$ cat src/rtl/memory_arbiter.sv
// Two-port arbiter in front of a single-port synchronous RAM: one access per cycle,
// burst-limited round-robin by default, fixed port-0 priority with MEMORY_ARB_FIXED_PRIO_EN.
module memory_arbiter #(
  parameter int AWIDTH = 8,
  parameter int DWIDTH = 32,
  parameter int BURST  = 4
) (
  input  logic              clk,
  input  logic              rst_n,
  input  logic              p0_req,
  input  logic              p0_wr,
  input  logic [AWIDTH-1:0] p0_addr,
  input  logic [DWIDTH-1:0] p0_wdata,
  output logic              p0_gnt,
  output logic              p0_rvalid,
  output logic [DWIDTH-1:0] p0_rdata,
  input  logic              p1_req,
  input  logic              p1_wr,
  input  logic [AWIDTH-1:0] p1_addr,
  input  logic [DWIDTH-1:0] p1_wdata,
  output logic              p1_gnt,
  output logic              p1_rvalid,
  output logic [DWIDTH-1:0] p1_rdata,
  output logic              mem_wr,
  output logic [AWIDTH-1:0] mem_addr,
  output logic [DWIDTH-1:0] mem_wdata,
  input  logic [DWIDTH-1:0] mem_rdata
);

  logic [1:0] req;
  logic [1:0] gnt;
  logic [1:0] rpend;

  assign req = {p1_req, p0_req};

`ifdef MEMORY_ARB_FIXED_PRIO_EN
  always_comb begin
    gnt = '0;
    if (rst_n) begin
      if (p0_req)      gnt = 2'b01;
      else if (p1_req) gnt = 2'b10;
    end
  end
`else
  localparam int CW = $clog2(BURST + 1);

  logic          last;
  logic [CW-1:0] cnt;

  // Under contention the previous owner keeps the RAM until it has used BURST slots.
  always_comb begin
    gnt = '0;
    if (rst_n) begin
      case (req)
        2'b01:   gnt = 2'b01;
        2'b10:   gnt = 2'b10;
        2'b11:   gnt = ((cnt < CW'(BURST)) ^ last) ? 2'b01 : 2'b10;
        default: gnt = '0;
      endcase
    end
  end

  always_ff @(posedge clk) begin
    if (!rst_n) begin
      last <= 1'b0;
      cnt  <= '0;
    end else if (|gnt) begin
      if (gnt[1] == last) begin
        if (cnt < CW'(BURST)) cnt <= cnt + CW'(1);
      end else begin
        last <= gnt[1];
        cnt  <= CW'(1);
      end
    end else begin
      cnt <= '0;
    end
  end
`endif

  assign p0_gnt = gnt[0];
  assign p1_gnt = gnt[1];

  always_comb begin
    mem_wr    = 1'b0;
    mem_addr  = '0;
    mem_wdata = '0;
    if (gnt[0]) begin
      mem_wr    = p0_wr;
      mem_addr  = p0_addr;
      mem_wdata = p0_wdata;
    end else if (gnt[1]) begin
      mem_wr    = p1_wr;
      mem_addr  = p1_addr;
      mem_wdata = p1_wdata;
    end
  end

  // Read-return tag: one cycle, aligned with the RAM's registered read data.
  always_ff @(posedge clk) begin
    if (!rst_n) rpend <= '0;
    else        rpend <= gnt & ~{p1_wr, p0_wr};
  end

  // Gating with rst_n drops a return whose read was granted just before reset.
  assign p0_rvalid = rpend[0] & rst_n;
  assign p1_rvalid = rpend[1] & rst_n;
  assign p0_rdata  = mem_rdata;
  assign p1_rdata  = mem_rdata;

endmodule

$ cat config.mk
export PLATFORM = sky130hd
export DESIGN_NAME = memory_arbiter
export DESIGN_NICKNAME = d
export VERILOG_FILES = /design/src/rtl/memory_arbiter.sv
export SDC_FILE = /design/constraint.sdc
export NUM_CORES = 1
export LEC_CHECK = 0
export CAP_MARGIN = 15
export CORE_AREA = 2 2 89 91
export DETAILED_ROUTE_END_ITERATION = 12
export DIE_AREA = 0 0 91 93
export MAX_ROUTING_LAYER = met4
export PLACE_DENSITY_LB_ADDON = 0.15
export SLEW_MARGIN = 40
export SYNTH_ARGS = -nofsm -noshare
export SYNTH_HDL_FRONTEND = slang
export SYNTH_SLANG_ARGS = --single-unit
export TNS_END_PERCENT = 50
$ cat constraint.sdc
create_clock -name clk -period 2.1 [get_ports clk]
set_input_delay 0.63 -clock clk [delete_from_list [all_inputs] [get_ports clk]]
set_output_delay 0.63 -clock clk [all_outputs]
set_load 0.02 [all_outputs]
---- After elaboration in Yosys (flattened, before gate mapping) ----
Cells that the tools add are included.
storage, ports and cells
  register bits after elaboration ......... 6
  output and inout bits ................... 109
  logic and storage cells ................. 32
cells by class
  $add $sub $neg .......................... 1
  order comparisons ....................... 1
  equal/unequal tests ..................... 5
  multiplexer cells ....................... 11
  bitwise logic cells ..................... 6
  reductions and logical operators ........ 4
operators with widths
  cell                 number
  $mux 32              2
  $mux 8               2
  $pmux 2 s3           1
  $eq 2x2->1 const B   2
  $mux 1               4
  $mux 2               2
  $reduce_and 2->1     2
  $add 3x1->3 const B  1
  $lt 3x3->1 const B   1
  $reduce_and 3->1     1
  $and 1x1->1          2
  $and 2x2->2          1
  $eq 2x1->1 const B   1
  $ne 2x1->1 const B   1
  $not 2->2            1
  $reduce_or 2->1      1
  $eq 1x1->1           1
  $not 1->1            1
  $xor 1x1->1          1

---- Depth between registers and ports, before layout ----
  depth after elaboration ................. 8
  mapped depth ............................ 6

---- Worst setup path after synthesis ----
Ideal clock, no wire load.
  path type ............................... input to output
  start point ............................. input rst_n
  end point ............................... output mem_addr[0]
  arrival time ............................ 1.416 ns
  required time ........................... 1.470 ns
  slack ................................... 0.054 ns
  stages .................................. 4
  buffers on the path ..................... 1
  cell sequence ........................... nand2_1 -> a21oi_2 -> buf_2 -> a22o_1
on the way
  word-level cells in the longest chain between the ends .. 3
ends and longest elaborated chain
  element          RTL line  source
  start, declared  9         input logic rst_n,
  $mux 2           53        if (rst_n) begin
  via p1_gnt       21        output logic p1_gnt,
  $mux 8           91        end else if (gnt[1]) begin
  $mux 8           87        if (gnt[0]) begin
  end, declared    25        output logic [AWIDTH-1:0] mem_addr,
The timed path passes the listed nets, and every way through them passes these cells.

---- Worst setup path in the final report ----
  start point ............................. input p1_req
  end point ............................... output mem_addr[0]
on the way
  word-level cells in the longest chain between the ends .. 5
  elaborated cells between the ends (all ways) .. 7
ends and longest elaborated chain
  element                                   RTL line  source
  start, declared                           17        input logic p1_req,
  $eq 2x2->1 or $eq 2x1->1 (tied branches)  54        case (req)
  $pmux 2 s3 *                              54
  $mux 2 *                                  53
  $mux 8                                    91
  $mux 8 *                                  87
Every way passes the cells marked *; elsewhere a longest branch is shown, timed or not.

==> flow_metrics.tcl <==
set metrics [dict create \
    root_buffer "clkbuf_8" \
    wirelength_mm 4.52 \
    max-vdd-ir-drop_mv 0.131 \
    multiInputGateArea_sq_um 556 \
    portBuffers 130 \
    die_area_sq_mm 0.00846 \
    dp_hpwl_mm 3.57 \
    yosysTopAreaCellShare 0.399 \
    yosys_most_used_dff "dfxtp_1" \
    synth_most_common_cell "buf_4" \
    antenna_found_initial 0 \
    synth_edf_count 0 \
    grt_pass1_wl_mm 6.89 \
    num_rows 32 \
    finalPower_mw 0.828 \
    endpoint_kind "primary output" \
    die_width_um 91 \
    pwr_density_cell_mw_per_mm2 340 \
    boundaryPins 227 \
    slew_violations 0 \
    start_kind "input pin" \
    async_flop_share 0 \
    max_freq_mhz 452 \
    drt-initial-drc-count 10 \
    synthTopCellsByArea "buf_4 40%, a22o_1 29%, dfxtp_1 9.8%" \
    yosys_warnings 0 \
    clk_latency_ns 0.22 \
    synth.distinct_cells 20 \
    fillCellCount 810 \
    routed_via_density 4.00 \
    drc_errors 0 \
    crit_required_ns 1.47 \
    violations "negative setup slack" \
    setup_viol 41 \
    fin_crit_sh 1.05 \
    tightest_slew_ns 0.225 \
    die_y_um 93 \
    synth.avg_cell_area_sq_um 8.16 \
    maxCapViolations 0 \
    clockBufferDepth 2 \
    ant_nets 0 \
    critPathMaxFanout 20 \
    n_antenna_cell 0 \
    hp-class "register to register" \
    synth_top_cell_by_area "buf_4" \
    clkTransAtPathRegs_ns 0.03 \
    clock-sinks 6 \
    synth_commonest_cells "65 x buf_4, 41 x a22o_1, 6 x dfxtp_1, 5 x buf_2" \
    fin_nets 348 \
    skew_ns 0.00406 \
    drive_above_1_share 0.326 \
    start_util 0.163 \
    final_hold_viol_count 0 \
    grt_max_degree 24 \
    fin_crit_ns 2.21 \
    hold_buffers 0 \
    grt_usage 0.103 \
    syn_inst 150 \
    syn_area_sq_mm 0.00122 \
    worst_slack_ns -0.110 \
    regArea_sq_um 123 \
    syn_to_final_growth_pct 98.8 \
    grt_pass1_vias 1375 \
    gp_congestion 0.635 \
    vias 1316 \
    p_leak_nw 1.03 \
    cts_made_buffers 3 \
    cts_tree "done" \
    seq_area_frac_synth 0.0982 \
    regToRegSetupSlack_ns 0.86 \
    ys_ff_latch 6 \
    htree_levels 1 \
    finalSetupTns_ns -3.48 \
    cp.arrival_ns 1.58 \
    max_slew_margin 0.849 \
    synth_nets 269 \
    grt_overflow 0 \
    status "finished with violations" \
    drt_first_pass_iters 3 \
    rsz0062_at_grt "true" \
    criticalPathCategory "input pin to primary output" \
    design.core.area_sq_mm 0.00753 \
    post_drt_wl_per_cell_um 13.7 \
]
routing by layer:
metal	vias up	GRT usage	wire (um)
met1	576	0.113	1690
met5	-	-	0
met2	91	0.175	2220
li1	625	-	-
met3	24	0.0403	511
met4	0	0.0316	100
final cells by class:
class | count | area share
clock buffers | 3 | 0.0170
flip-flops and latches | 6 | 0.0504
multi-input cells | 66 | 0.228
inverters | 4 | 0.00617
repair buffers | 148 | 0.646
well taps | 102 | 0.0525
registers in the layout (all words and copies together) (netlist names):
signal,cells
cnt,3
last,1
rpend,2
cell usage in the layout, fill, tap and decap left out, types with 2 or more instances in the layout:
cell / synthesis / routed
a21boi_0: 2 / 2
a22o_1: 41 / 41
and2_1: 2 / 2
buf_12: 0 / 5
buf_16: 0 / 2
buf_2: 5 / 5
buf_4: 65 / 9
buf_6: 4 / 43
clkbuf_8: 0 / 3
clkdlybuf4s50_1: 0 / 82
dfxtp_1: 6 / 4
dfxtp_2: 0 / 2
dlygate4sd2_1: 0 / 2
inv_1: 4 / 4
mux2i_1: 2 / 2
nor2_1: 4 / 4
nor2b_1: 4 / 4
o21ai_0: 3 / 3
repair_timing:
action | in CTS | in global routing
setup buffers | 2 | 1
endpoints found under the setup margin | 45 | 42
pin swaps | 27 | 15
gates resized for setup | 250 | 27
cloned | 2 | 0
kinds of logic (layout without fill, tap and decap cells):
group / Yosys count / after routing / synth area share
fa+ha+maj: 1 / 1 / 0.0102
simple gates: 11 / 11 / 0.0460
mux: 3 / 3 / 0.0256
xor+xnor: 1 / 1 / 0.00716
flops: 6 / 6 / 0.0982
compound gates: 50 / 50 / 0.345
buf+inv: 78 / 155 / 0.468
path summary, 6_finish.rpt:
| kind | endpoint | cells after the start | startpoint |
|---|---|---|---|
| worst max register to register | rpend[0] | 5 | cnt[2] |
| worst max-delay path | mem_addr[0] | 6 | p1_req |
| worst min register to register | cnt[1] | 2 | cnt[1] |
| worst min-delay path | cnt[1] | 2 | cnt[1] |
where the power goes:
group          leakage (nW)  internal (mW)  switching, mW
sequential           0.0501          0.121        0.00319
combinational         0.963          0.332          0.199
clock                0.0216          0.123         0.0497
worst max-delay path, stage by stage:
cell and delay (ns):
buf_2 0.11, inv_1 0.06, o211a_4 0.27, buf_12 0.15, a22o_1 0.21, buf_6 0.14
per-stage QoR:
stage,hold WS (ns),worst slack [ns],instance area [sq um],util,cells
after detailed placement,0.515,-0.977,2250,0.299,321
after global placement,0.487,-0.975,2250,0.299,321
final,0.507,-0.110,2430,0.323,329
after floorplan,0.468,0.0545,1220,-,150
after global routing,0.542,-0.163,2430,0.323,329
after CTS,0.523,-0.148,2340,0.311,328
Note: power is estimated with default switching activity, not from simulation.
